[config.mk]
export PLATFORM = sky130hd
export DESIGN_NAME = uart_rx
export DESIGN_NICKNAME = d
export VERILOG_FILES = /design/src/rtl/uart_rx.sv
export SDC_FILE = /design/constraint.sdc
export NUM_CORES = 1
export LEC_CHECK = 0
export CORE_MARGIN = 3
export CORE_UTILIZATION = 49
export CTS_CLUSTER_SIZE = 40
export DETAILED_ROUTE_END_ITERATION = 16
export PLACE_DENSITY = 0.69
export SKIP_LAST_GASP = 1
export SLEW_MARGIN = 5
export SYNTH_ARGS = -nofsm -noshare
export SYNTH_HDL_FRONTEND = slang
export SYNTH_SLANG_ARGS = --single-unit
[constraint.sdc]
create_clock -name clk -period 2.3 [get_ports clk]
set_clock_uncertainty 0.15 [all_clocks]
set_input_delay 0.46 -clock clk [delete_from_list [all_inputs] [get_ports clk]]
set_output_delay 0.46 -clock clk [all_outputs]
set_load 0.02 [all_outputs]
[src/rtl/uart_rx.sv]
//==============================================================================
// Module   : uart_rx
// Brief    : 16x-oversampling 8N1 serial receiver; 8E1 when UART_RX_PARITY_EN
//            is defined.
// Revision : 1.0 - initial release
//==============================================================================
`default_nettype none

module uart_rx #(
  parameter int CLK_FREQ   = 100000000,
  parameter int BAUD       = 9600,
  parameter int OVERSAMPLE = 16
) (
  input  logic       clk,
  input  logic       rst,
  input  logic       RsRx,
  output logic [7:0] data,
  output logic       valid,
  output logic       frame_err,
  output logic       parity_err,
  output logic       busy
);

  localparam int c_DIV    = CLK_FREQ / (BAUD * OVERSAMPLE);
  localparam int c_DIV_W  = (c_DIV > 1) ? $clog2(c_DIV) : 1;
  localparam int c_SCNT_W = $clog2(OVERSAMPLE);
  localparam logic [c_DIV_W-1:0]  c_DIV_LAST  = c_DIV_W'(c_DIV - 1);
  localparam logic [c_SCNT_W-1:0] c_SCNT_LAST = c_SCNT_W'(OVERSAMPLE - 1);
  localparam logic [c_SCNT_W-1:0] c_SCNT_MID  = c_SCNT_W'(OVERSAMPLE / 2 - 1);

  typedef enum logic [2:0] {
    S_IDLE      = 3'd0,
    S_START     = 3'd1,
    S_DATA      = 3'd2,
    S_STOP      = 3'd3,
    S_WAIT_HIGH = 3'd4
`ifdef UART_RX_PARITY_EN
    , S_PARITY  = 3'd5
`endif
  } state_t;

  logic               r_sync1, r_sync2;
  logic               w_line;
  logic [c_DIV_W-1:0] r_div;
  logic               w_tick;

  state_t              r_state, w_state_nxt;
  logic [c_SCNT_W-1:0] r_scnt, w_scnt_nxt;
  logic [2:0]          r_bidx, w_bidx_nxt;
  logic [7:0]          r_shreg, w_shreg_nxt;
  logic [7:0]          r_data, w_data_nxt;
  logic                r_valid, w_valid_nxt;
  logic                r_ferr, w_ferr_nxt;
  logic                w_bit_end;
  logic                w_mis;

  always_ff @(posedge clk or posedge rst) begin
    if (rst) begin
      r_sync1 <= 1'b1;
      r_sync2 <= 1'b1;
    end else begin
      r_sync1 <= RsRx;
      r_sync2 <= r_sync1;
    end
  end

  assign w_line = r_sync2;

  always_ff @(posedge clk or posedge rst) begin
    if (rst)         r_div <= '0;
    else if (w_tick) r_div <= '0;
    else             r_div <= r_div + c_DIV_W'(1);
  end

  assign w_tick    = (r_div == c_DIV_LAST);
  assign w_bit_end = (r_scnt == c_SCNT_LAST);

`ifdef UART_RX_PARITY_EN
  logic r_pmis, w_pmis_nxt;
  logic r_perr, w_perr_nxt;
  assign w_mis      = r_pmis;
  assign parity_err = r_perr;

  always_ff @(posedge clk or posedge rst) begin
    if (rst) begin
      r_pmis <= 1'b0;
      r_perr <= 1'b0;
    end else begin
      r_pmis <= w_pmis_nxt;
      r_perr <= w_perr_nxt;
    end
  end
`else
  assign w_mis      = 1'b0;
  assign parity_err = 1'b0;
`endif

  always_ff @(posedge clk or posedge rst) begin
    if (rst) begin
      r_state <= S_IDLE;
      r_scnt  <= '0;
      r_bidx  <= '0;
      r_shreg <= '0;
      r_data  <= '0;
      r_valid <= 1'b0;
      r_ferr  <= 1'b0;
    end else begin
      r_state <= w_state_nxt;
      r_scnt  <= w_scnt_nxt;
      r_bidx  <= w_bidx_nxt;
      r_shreg <= w_shreg_nxt;
      r_data  <= w_data_nxt;
      r_valid <= w_valid_nxt;
      r_ferr  <= w_ferr_nxt;
    end
  end

  always_comb begin
    w_state_nxt = r_state;
    w_scnt_nxt  = r_scnt;
    w_bidx_nxt  = r_bidx;
    w_shreg_nxt = r_shreg;
    w_data_nxt  = r_data;
    w_valid_nxt = 1'b0;
    w_ferr_nxt  = 1'b0;
`ifdef UART_RX_PARITY_EN
    w_pmis_nxt  = r_pmis;
    w_perr_nxt  = 1'b0;
`endif
    if (w_tick) begin
      case (r_state)
        S_IDLE: begin
          w_scnt_nxt = '0;
          if (!w_line) w_state_nxt = S_START;
        end
        S_START: begin
          // Re-check the line at mid start bit to reject glitches
          if (r_scnt == c_SCNT_MID) begin
            w_scnt_nxt  = '0;
            w_bidx_nxt  = '0;
            w_state_nxt = w_line ? S_IDLE : S_DATA;
`ifdef UART_RX_PARITY_EN
            w_pmis_nxt  = 1'b0;
`endif
          end else begin
            w_scnt_nxt = r_scnt + c_SCNT_W'(1);
          end
        end
        S_DATA: begin
          if (w_bit_end) begin
            w_scnt_nxt  = '0;
            w_shreg_nxt = {w_line, r_shreg[7:1]};
            if (r_bidx == 3'd7) begin
`ifdef UART_RX_PARITY_EN
              w_state_nxt = S_PARITY;
`else
              w_state_nxt = S_STOP;
`endif
            end else begin
              w_bidx_nxt = r_bidx + 3'd1;
            end
          end else begin
            w_scnt_nxt = r_scnt + c_SCNT_W'(1);
          end
        end
`ifdef UART_RX_PARITY_EN
        S_PARITY: begin
          if (w_bit_end) begin
            w_scnt_nxt  = '0;
            w_pmis_nxt  = w_line ^ (^r_shreg);
            w_state_nxt = S_STOP;
          end else begin
            w_scnt_nxt = r_scnt + c_SCNT_W'(1);
          end
        end
`endif
        S_STOP: begin
          if (w_bit_end) begin
            w_scnt_nxt = '0;
            w_data_nxt = r_shreg;
`ifdef UART_RX_PARITY_EN
            w_perr_nxt = w_mis;
`endif
            if (w_line) begin
              w_valid_nxt = !w_mis;
              w_state_nxt = S_IDLE;
            end else begin
              w_ferr_nxt  = 1'b1;
              w_state_nxt = S_WAIT_HIGH;
            end
          end else begin
            w_scnt_nxt = r_scnt + c_SCNT_W'(1);
          end
        end
        S_WAIT_HIGH: begin
          if (w_line) w_state_nxt = S_IDLE;
        end
        default: begin
          w_state_nxt = S_IDLE;
          w_scnt_nxt  = '0;
        end
      endcase
    end
  end

  assign data      = r_data;
  assign valid     = r_valid;
  assign frame_err = r_ferr;
  assign busy      = (r_state != S_IDLE);

endmodule

`default_nettype wire

After elaboration in Yosys (flattened, before gate mapping) --
Cells that the tools add are included.
Cells by class: $add $sub $neg 3, equal/unequal tests 15, muxes and demuxes 25, bitwise operators 1, reductions and logical operators 9
Operator list (count):
- 3-bit two-way mux | 10
- 3-bit one-hot mux with 5 select lines | 1
- 2-bit != test (second input constant) | 7
- 4-bit one-hot mux with 3 select lines | 1
- 10-bit by 1-bit adder with 10-bit output (second input constant) | 1
- 10-bit equality test (second input constant) | 1
- 10-bit two-way mux | 1
- 1-bit two-way mux | 8
- 4-bit two-way mux | 2
- 7-bit AND reduction | 1
- 3-bit by 2-bit equality test with 1-bit output (second input constant) | 2
- 3-bit equality test (second input constant) | 2
- 3-bit one-hot mux with 2 select lines | 1
- 3-bit AND reduction | 2
- 5-bit AND reduction | 1
- 4-bit by 1-bit adder with 4-bit output (second input constant) | 1
- 4-bit by 3-bit equality test with 1-bit output (second input constant) | 1
- 4-bit equality test (second input constant) | 1
- 3-bit by 1-bit adder with 3-bit output (second input constant) | 1
- 3-bit by 1-bit equality test with 1-bit output (second input constant) | 1
- 3-bit zero test | 1
- 3-bit nonzero test | 1
- 2-bit two-way mux | 1
- 2-bit AND reduction | 1
- other kinds (3) | 3
Word-level totals: register bits after elaboration 40, input bits 3, output and inout port bits 12

Longest topological paths before layout --
Gate-level depths: netlist (run 1).
depth after elaboration 4, gate-level depth with buffers 6, gate-level depth less buffers 6

Least setup slack after synthesis (run 1) --
Ideal clock, no wire load.
kind reg2reg, start point register r_div[5], end point register r_data[0], in the netlist data[0], library setup time 0.125 ns, data arrival time 1.698 ns, data required time 2.025 ns, slack 0.327 ns, cell stages (with the launch flop) 5, buffers on the path 0, path through dfrtp_1 > nor4b_4 > nand4_4 > nor3_4 > mux2_2
Between the ends: word-level cells in the longest chain between the ends 2
RTL lines:
- from (decl) | RTL line 44 | logic [c_DIV_W-1:0] r_div;
- from (signal assigned) | RTL line 72 | else r_div <= r_div + c_DIV_W'(1);
- 10-bit equality test | RTL line 75 | assign w_tick = (r_div == c_DIV_LAST);
- 3-bit AND reduction (no source line)
- to (signal assigned) | RTL line 112 | r_data <= w_data_nxt;
- to (decl) | RTL line 51 | logic [7:0] r_data, w_data_nxt;
No other way between the ends. A chain may end at the register's enable or synchronous reset.

Worst setup path in the final report (run 1) --
start point register r_div[5], end point register r_data[6], in the netlist data[6]
The elaborated chain is that of the path after synthesis.

==> results_dict.tcl, run 1 <==
set metrics [dict create \
    cts_max_level 2 \
    clock_sinks 40 \
    hold_path.class "register to register" \
    ys_seq_area_share_pct 54.0 \
    timing.rr.start "r_div[5]" \
    path_clk_slew_ns 0.07 \
    use_met1_pct 19.3 \
    die_w_um 67.6 \
    grt_pass1_wl_mm 5.26 \
    core_mm2 0.00349 \
    final_common_cell "dfrtp_1" \
    synthAdderAreaFrac_pct 3.37 \
    finalCriticalPeriod_ns 2.15 \
    crit_fanout 8 \
    die_h_um 67.6 \
    netlist_instances 147 \
    overflow 0 \
    via_count 1155 \
    dpl.hpwl_mm 2.21 \
    cp.arrival_ns 2.17 \
    status "finished clean" \
    grtUsageMet2_pct 25.9 \
    drc 0 \
    whs_ns 0.209 \
    std_cell_rows 21 \
    drt-initial-drc-count 73 \
    fin_area_mm2 0.00216 \
    first_pass_iters 4 \
    layout-drive-gt1-share_pct 24.0 \
    post_cts_buffers 0 \
    cts_tree "yes" \
    layout_common_cells "dfrtp_1, mux2_2, nor2_1" \
    antenna_found_initial 0 \
    required_ns 2.32 \
    setup_violations 0 \
    clock_latency_ns 0.28 \
    critPathKind "register to register" \
    synth_xor_area_share_pct 4.25 \
    reg2reg_depth 4 \
    synth.area.mux_share_pct 12.1 \
    synth_top_family_by_area "simple AND/OR/NAND/NOR gates" \
    cts_max_path_buffers 2 \
    ir_drop_mv 0.326 \
    post-route-util_pct 61.9 \
    drt-vias-per-instance 5.42 \
    setup.worst_path.start_class "register" \
    antenna_cells 0 \
    endpoint_kind "register" \
    hold_violations 0 \
    period_share_pct 93.5 \
    critical_path.startpoint "r_div[5]" \
    ioPinCount 15 \
    syn_nets 155 \
    busiest_layer "met2" \
    wl_per_cell_um 14.3 \
    nets 174 \
    grt_max_degree 41 \
    gr-usage-met3_pct 5.16 \
    ys_warn_count 0 \
    tns_ns 0 \
    finalWirelength_mm 3.05 \
    synth_area_mm2 0.00186 \
    areaGrowthSynthToFinish_pct 16.5 \
    groute.usage.overall_pct 15.7 \
    worst-r2r-setup-slack_ns 0.15 \
    ys_types 40 \
    placed_area_mm2 0.00205 \
    hold_depth 0 \
    synth-seq-cells 40 \
    synth-simple-area-share_pct 19.3 \
    first_global_vias 1190 \
    rsz0062_at_grt "no" \
    port-buffer-count 13 \
    drtAntennaViolNets 0 \
    clock-root-buffer "clkbuf_8" \
    endpoint "data[6]" \
    maxSlewViolCount 0 \
    synth_compound_area_share_pct 4.58 \
    powerDensity_mw_per_mm2 592 \
    start_util_pct 53.1 \
    fmax_ghz 0.465 \
    p_total_mw 1.28 \
    p_leak_nw 1.07 \
    postSynthAreaPerCell_um2 12.6 \
    place.gp.congestion 0.821 \
    worstReg2RegEnd "data[6]" \
    cts_buffers 5 \
    die_area_mm2 0.00456 \
    maxCapViolations 0 \
]
[kinds of logic (layout without fill, tap and decap cells)]
group	after synthesis	after routing
and+or+nand+nor	52	52
DFF	40	40
muxes	20	20
AOI/OAI and AO/OA	11	11
xor gates and xnor gates	9	9
buffers and inverters	9	29
adders and majority gates	5	5
other	1	1
[cell usage after synthesis (all sizes together)]
library cell	instances	area, um2
and3b	1	8.76
o21ai	2	10.0
and3	4	25.0
buf	2	12.5
nor4	3	33.8
or3	1	6.26
clkbuf	3	11.3
nor4b	2	32.5
o31ai	1	7.51
conb	1	3.75
dfstp	2	52.6
nor2	14	52.6
mux2	20	225
a31oi	1	6.26
nor3b	3	27.5
inv	4	15.0
nand2	7	26.3
nand4	2	27.5
and4	2	18.8
xor2	3	26.3
a211o	2	17.5
dfrtp	38	951
ha	5	62.6
nand3	5	25.0
a21oi	1	5.00
xnor2	6	52.6
nor3	4	42.5
nand3b	3	22.5
and4b	1	10.0
o2bb2ai	1	8.76
a32o	2	20.0
o21ba	1	10.0
[power by group]
part	internal (mW)	leakage [nW]	total, mW	switching, mW
Clock	0.322	0.0552	0.551	0.229
Sequential	0.706	0.534	0.708	0.00181
Combinational	0.00499	0.482	0.0208	0.0158
[layout make-up]
cell class | instances | area (um2)
Fill cell | 258 | 1330
Sequential cell | 40 | 1010
Multi-Input combinational cell | 98 | 815
Timing Repair Buffer | 17 | 163
Clock buffer | 6 | 72.6
Tap cell | 46 | 57.6
Clock inverter | 2 | 35.0
Inverter | 4 | 15.0
[per-layer routing]
| metal | vias to the layer above | wire [um] |
|---|---|---|
| li1 | 562 | - |
| met1 | 575 | 1390 |
| met2 | 16 | 1550 |
| met3 | 2 | 87 |
| met4 | 0 | 17 |
| met5 | - | 0 |
[state kept, by name, indices dropped and copies added (netlist names)]
signal / count
r_bidx: 3
r_sync2: 1
valid: 1
data: 8
r_scnt: 4
frame_err: 1
r_div: 10
r_shreg: 8
r_state: 3
r_sync1: 1
[worst max-delay path, cell delays in order, from the launching register on]
cell	delay, ns
dfrtp_1	0.46
nor4b_4	0.36
nand4_4	0.23
nor3_4	0.45
mux2_2	0.39
[through the flow]
stage | setup WS [ns] | std cells
floorplan | 0.327 | 147
global placement | 0.177 | 205
detailed placement | 0.141 | 205
CTS | 0.000516 | 213
global route | 0.0121 | 213
finish | 0.150 | 213
[what timing repair did]
item | CTS | global route
hold buffers | 0 | 0
setup endpoints to repair | 0 | 1
gates resized for setup | 0 | 3
[how the worst min path moves through the flow]
stage               startpoint       to  slack, ns
floorplan              r_sync1  r_sync2       0.20
global placement       r_sync1  r_sync2       0.20
detailed placement     r_sync1  r_sync2       0.20
CTS                    r_sync1  r_sync2       0.21
global route           r_sync1  r_sync2       0.22
finish                 r_sync1  r_sync2       0.21
No activity file was read; power rests on OpenSTA's default activity.
==> inputs of run 2 (changes only) <==
--- a/config.mk
+++ b/config.mk
@@ -9,7 +9,7 @@
 export CORE_UTILIZATION = 49
 export CTS_CLUSTER_SIZE = 40
 export DETAILED_ROUTE_END_ITERATION = 16
-export PLACE_DENSITY = 0.69
+export PLACE_DENSITY = 0.72
 export SKIP_LAST_GASP = 1
 export SLEW_MARGIN = 5
 export SYNTH_ARGS = -nofsm -noshare
==> constraint.sdc (replaced) <==
create_clock -name clk -period 1.95 [get_ports clk]
set_clock_uncertainty 0.15 [all_clocks]
set_input_delay 0.39 -clock clk [delete_from_list [all_inputs] [get_ports clk]]
set_output_delay 0.39 -clock clk [all_outputs]
set_load 0.02 [all_outputs]
==> run 2 against run 1 <==
Net effect:
- the run now ends with negative setup slack left
- register-to-register slack got worse by 0.20 ns
- global-route usage rose by 1.8 points
- die area did not move
- worst setup slack got worse by 0.20 ns
- hold slack got worse by 0.014 ns
- clock-buffer cell count fell by 1
- cell area rose by 8.4%
- sequential power rose by 18%
- non-clock buffer count rose by 14
- flip-flop and latch count did not move
- power rose by 19%
- combinational power rose by 29%
- largest cell class unchanged
==> results_dict.tcl, run 2 (synthesis results as in run 1) <==
set metrics [dict create \
    finalCriticalPeriod_ns 2.00 \
    powerDensity_mw_per_mm2 648 \
    fin_area_mm2 0.00234 \
    drt-vias-per-instance 5.55 \
    antenna_found_initial 0 \
    regMostFlops "r_div" \
    cp_cell_sequence "nor4b_4, nand4_4, nor4_4, mux2_1" \
    timing.rr.start "r_div[5]" \
    cp_slowest_stage_delay_ns 0.41 \
    clock_sinks 40 \
    stdcell_count 227 \
    post-place-ws_ns -0.0536 \
    worst_slack_ns -0.0471 \
    cts_max_path_buffers 2 \
    grt_pass1_wl_mm 5.85 \
    std_cell_rows 21 \
    cts_tree "yes" \
    pwr-share-comb_pct 1.8 \
    areaGrowthSynthToFinish_pct 26.3 \
    port-buffer-count 13 \
    hold_path.class "input pin to asynchronous set/reset pin" \
    cts_max_level 2 \
    setup.worst_path.start_class "register" \
    status "complete, but fails checks" \
    crit_fanout 4 \
    cp.arrival_ns 2.01 \
    rsz0062_at_grt "yes" \
    clock-root-buffer "clkbuf_8" \
    p_leak_nw 1.14 \
    endpoint "r_bidx[2]" \
    clockPowerShare_pct 43.3 \
    maxCapViolations 0 \
    path_clk_slew_ns 0.08 \
    post-route-util_pct 67.1 \
    critical_path.startpoint "r_div[5]" \
    whs_ns 0.195 \
    nets 188 \
    drtAntennaViolNets 0 \
    tns_ns -0.115 \
    required_ns 1.97 \
    period_share_pct 102 \
    drt-initial-drc-count 67 \
    placed_area_mm2 0.00217 \
    die_w_um 67.6 \
    worstReg2RegEnd "r_bidx[2]" \
    finalWirelength_mm 3.58 \
    ioPinCount 15 \
    die_area_mm2 0.00456 \
    p_seq_share_pct 55.0 \
    maxSlewViolCount 0 \
    die_h_um 67.6 \
    endpoint_kind "register" \
    worst-r2r-setup-slack_ns -0.05 \
    via_count 1260 \
    core_mm2 0.00349 \
    cp_slowest_cell "dfrtp_1" \
    hold_violations 0 \
    violations "negative setup slack" \
    first_pass_iters 4 \
    p_sw_share_pct 19.8 \
    grt_max_degree 20 \
    dpl.hpwl_mm 2.56 \
    intPower_mw 1.22 \
    place.gp.congestion 0.733 \
    start_util_pct 53.1 \
    dp_cells 218 \
    netSwitchingPower_mw 0.301 \
    wl_per_cell_um 15.8 \
    overflow 0 \
    setup_violations 4 \
    cts_buffers 5 \
    p_total_mw 1.52 \
    antenna_cells 0 \
    first_global_vias 1274 \
    drc 0 \
    largest_register_ffs 10 \
    clock_latency_ns 0.28 \
    groute.usage.overall_pct 17.6 \
    layout_common_cells "dfrtp_1, buf_4, nor2_1, mux2_4, clkdlybuf4s50_1" \
    critPathKind "register to register" \
    ir_drop_mv 0.493 \
    final_common_cell "dfrtp_1" \
    layout-drive-gt1-share_pct 29.3 \
    reg2reg_depth 4 \
    fmax_ghz 0.501 \
]
-- run 2: critical path: cells and delay by family, from the launching register on --
kind / cells / cell delay [ns]
mux: 1 / 0.37
flops: 1 / 0.41
simple gates: 3 / 0.94
-- run 2: area by class of cell --
class | instances | area (um2)
clock buffers | 5 | 68.8
clock inverters | 3 | 42.5
fillers | 253 | 1150
inverters | 4 | 15.0
multi-input cells | 98 | 867
flip-flops and latches | 40 | 1000
well taps | 46 | 57.6
repair buffers | 31 | 290
-- run 2: how the worst min path moves through the flow --
| stage | from | endpoint | slack (ns) |
|---|---|---|---|
| after CTS | rst | r_shreg[7] | 0.20 |
| after global placement | r_sync1 | r_sync2 | 0.20 |
| after global routing | rst | r_shreg[7] | 0.21 |
| after floorplan | r_sync1 | r_sync2 | 0.20 |
| after detailed placement | r_sync1 | r_sync2 | 0.20 |
| final | rst | r_shreg[7] | 0.20 |
-- run 2: timing repair --
action / CTS / global route
hold buffers: 0 / 0
hold endpoints to repair: 0 / 0
resized for setup: 8 / 8
setup endpoints to repair: 20 / 20
setup buffers: 0 / 1
pin swaps: 3 / 0
-- run 2: metal layers --
metal / track usage, % / share of wire (%) / vias to the layer above
met4: 6.58 / 0.92 / 0
met5: 0 / 0 / -
met3: 5.32 / 4.3 / 4
met1: 19.7 / 41 / 639
met2: 31.1 / 54 / 32
li1: - / - / 585
-- run 2: power by group through the flow --
stage          sequential [mW]  clock [mW]  combinational (mW)
2_1_floorplan            0.850           0              0.0172
3_3_place_gp             0.851           0              0.0267
3_5_place_dp             0.851           0              0.0284
4_1_cts                  0.835       0.672              0.0284
5_1_grt                  0.835       0.709              0.0312
6_report                 0.835       0.657              0.0268
==> inputs of run 3 (changes only) <==
--- a/config.mk
+++ b/config.mk
@@ -9,7 +9,7 @@
 export CORE_UTILIZATION = 49
 export CTS_CLUSTER_SIZE = 40
 export DETAILED_ROUTE_END_ITERATION = 16
-export PLACE_DENSITY = 0.72
+export PLACE_DENSITY = 0.69
 export SKIP_LAST_GASP = 1
 export SLEW_MARGIN = 5
 export SYNTH_ARGS = -nofsm -noshare
==> constraint.sdc (replaced) <==
create_clock -name clk -period 2.53 [get_ports clk]
set_clock_uncertainty 0.15 [all_clocks]
set_input_delay 0.506 -clock clk [delete_from_list [all_inputs] [get_ports clk]]
set_output_delay 0.506 -clock clk [all_outputs]
set_load 0.02 [all_outputs]
==> run 3 against run 2 <==
Net effect:
- the run now ends clean
- clock power shrank 38%
- via count shrank 7.2%
- sequential share of layout area grew 4.7 points
- clock-buffer cell count grew 1
==> results_dict.tcl, run 3 (synthesis results as in run 1) <==
set metrics [dict create \
    cts_max_path_buffers 2 \
    intPower_mw 0.839 \
    relSlewSlack_pct 61.1 \
    worstReg2RegEnd "r_shreg[4]" \
    port-buffer-count 13 \
    post-place-ws_ns 0.375 \
    std_cell_rows 21 \
    p_leak_nw 1.03 \
    hold_violations 0 \
    clock-root-buffer "clkbuf_8" \
    critPathKind "register to primary output" \
    ir_drop_mv 0.296 \
    endpoint "busy" \
    post_cts_buffers 0 \
    setup_violations 0 \
    drc 0 \
    netSwitchingPower_mw 0.232 \
    setup.worst_path.start_class "register" \
    seq_area_mm2 0.00100 \
    multi_input_area_um2 815 \
    core_mm2 0.00349 \
    finalCriticalPeriod_ns 2.44 \
    clock_sinks 40 \
    drtAntennaViolNets 0 \
    fillCellCount 286 \
    timing.rr.start "r_div[5]" \
    start_util_pct 53.1 \
    overflow 0 \
    nets 171 \
    worst_slack_ns 0.0895 \
    powerDensity_mw_per_mm2 507 \
    wl_per_cell_um 14.2 \
    cts_hold_buf 0 \
    grt_max_degree 41 \
    die_w_um 67.6 \
    required_ns 1.87 \
    drt-initial-drc-count 145 \
    p_seq_share_pct 60.1 \
    tns_ns 0 \
    dpl.hpwl_mm 2.11 \
    first_global_vias 1155 \
    antenna_cells 0 \
    final_common_cell "dfrtp_1" \
    layout-drive-gt1-share_pct 21.3 \
    cp.arrival_ns 1.78 \
    critical_path.startpoint "r_state[1]" \
    crit_fanout 14 \
    first_pass_iters 4 \
    largest_register_ffs 10 \
    rsz0062_at_grt "no" \
    cts-resized-gates 0 \
    worst-r2r-setup-slack_ns 0.39 \
    ioPinCount 15 \
    reg2reg_depth 4 \
    dp_cells 202 \
    clock_latency_ns 0.29 \
    fmax_ghz 0.410 \
    die_area_mm2 0.00456 \
    grt_pass1_wl_mm 5.27 \
    stdcell_count 210 \
    cts_buffers 5 \
    pwr-share-comb_pct 1.8 \
    antenna_found_initial 0 \
    cts_tree "yes" \
    via_count 1169 \
    areaGrowthSynthToFinish_pct 13.8 \
    endpoint_kind "primary output" \
    tightest_slew_ns 0.578 \
    place.gp.congestion 0.832 \
    finalWirelength_mm 2.98 \
    maxSlewViolCount 0 \
    hold_path.class "register to register" \
    status "finished clean" \
    cts_max_level 2 \
    min_from "r_sync1" \
    die_h_um 67.6 \
    layout_common_cells "dfrtp_1, mux2_2, nor2_1" \
    groute.usage.overall_pct 15.9 \
    drt-vias-per-instance 5.57 \
    regMostFlops "r_div" \
    p_total_mw 1.07 \
    maxCapViolations 0 \
    p_sw_share_pct 21.7 \
    period_share_pct 96.5 \
    clockPowerShare_pct 38.2 \
    path_clk_slew_ns 0.08 \
]
[run 3: changes by cell type in the layout (fill, tap and decap cells not counted)]
| cell | change |
|---|---|
| clkdlybuf4s50_1 | +1 |
| mux2_2 | +14 |
| mux2_4 | -14 |
| buf_12 | -2 |
| clkbuf_1 | +1 |
| bufinv_16 | -1 |
| clkdlybuf4s15_1 | -1 |
| buf_4 | -15 |
[run 3: metrics by stage]
step	hold slack, ns	util [%]	instance area, um2
2_1_floorplan	0.195	-	1860
3_3_place_gp	0.199	58.0	2030
3_5_place_dp	0.204	58.0	2030
4_1_cts	0.208	60.5	2110
5_1_grt	0.215	60.5	2110
6_report	0.211	60.5	2110
[run 3: power groups by stage]
stage | Sequential (mW) | Clock (mW) | Combinational (mW)
3_3_place_gp | 0.656 | 0 | 0.0193
5_1_grt | 0.643 | 0.450 | 0.0221
4_1_cts | 0.643 | 0.430 | 0.0196
2_1_floorplan | 0.655 | 0 | 0.0133
6_report | 0.643 | 0.409 | 0.0189
3_5_place_dp | 0.656 | 0 | 0.0197
[run 3: critical path: stages (launching register included)]
cell             delay, ns
dfrtp_1               0.54
or3_1                 0.42
clkdlybuf4s50_1       0.54
[run 3: area by class of cell]
| type | count | share of cell area, % |
|---|---|---|
| tap | 46 | 2.72 |
| sequential | 40 | 47.5 |
| inverter | 4 | 0.710 |
| multi-input combinational | 98 | 38.5 |
| timing repair buffer | 14 | 6.51 |
| clock buffer | 6 | 3.43 |
| clock inverter | 2 | 0.592 |
[run 3: layer usage]
metal	up-vias	routed length (um)	track usage [%]
li1	557	-	-
met5	-	0	0
met2	19	1440	23.7
met4	0	65	7.34
met1	584	1360	20.9
met3	9	115	5.32
[run 3: worst min-delay path by stage]
stage / to / slack, ns / depth (start not counted)
final: r_sync2 / 0.21 / 0
after global routing: r_sync2 / 0.21 / 0
after CTS: r_sync2 / 0.21 / 0
after detailed placement: r_sync2 / 0.20 / 0
after global placement: r_sync2 / 0.20 / 0
after floorplan: r_sync2 / 0.20 / 0
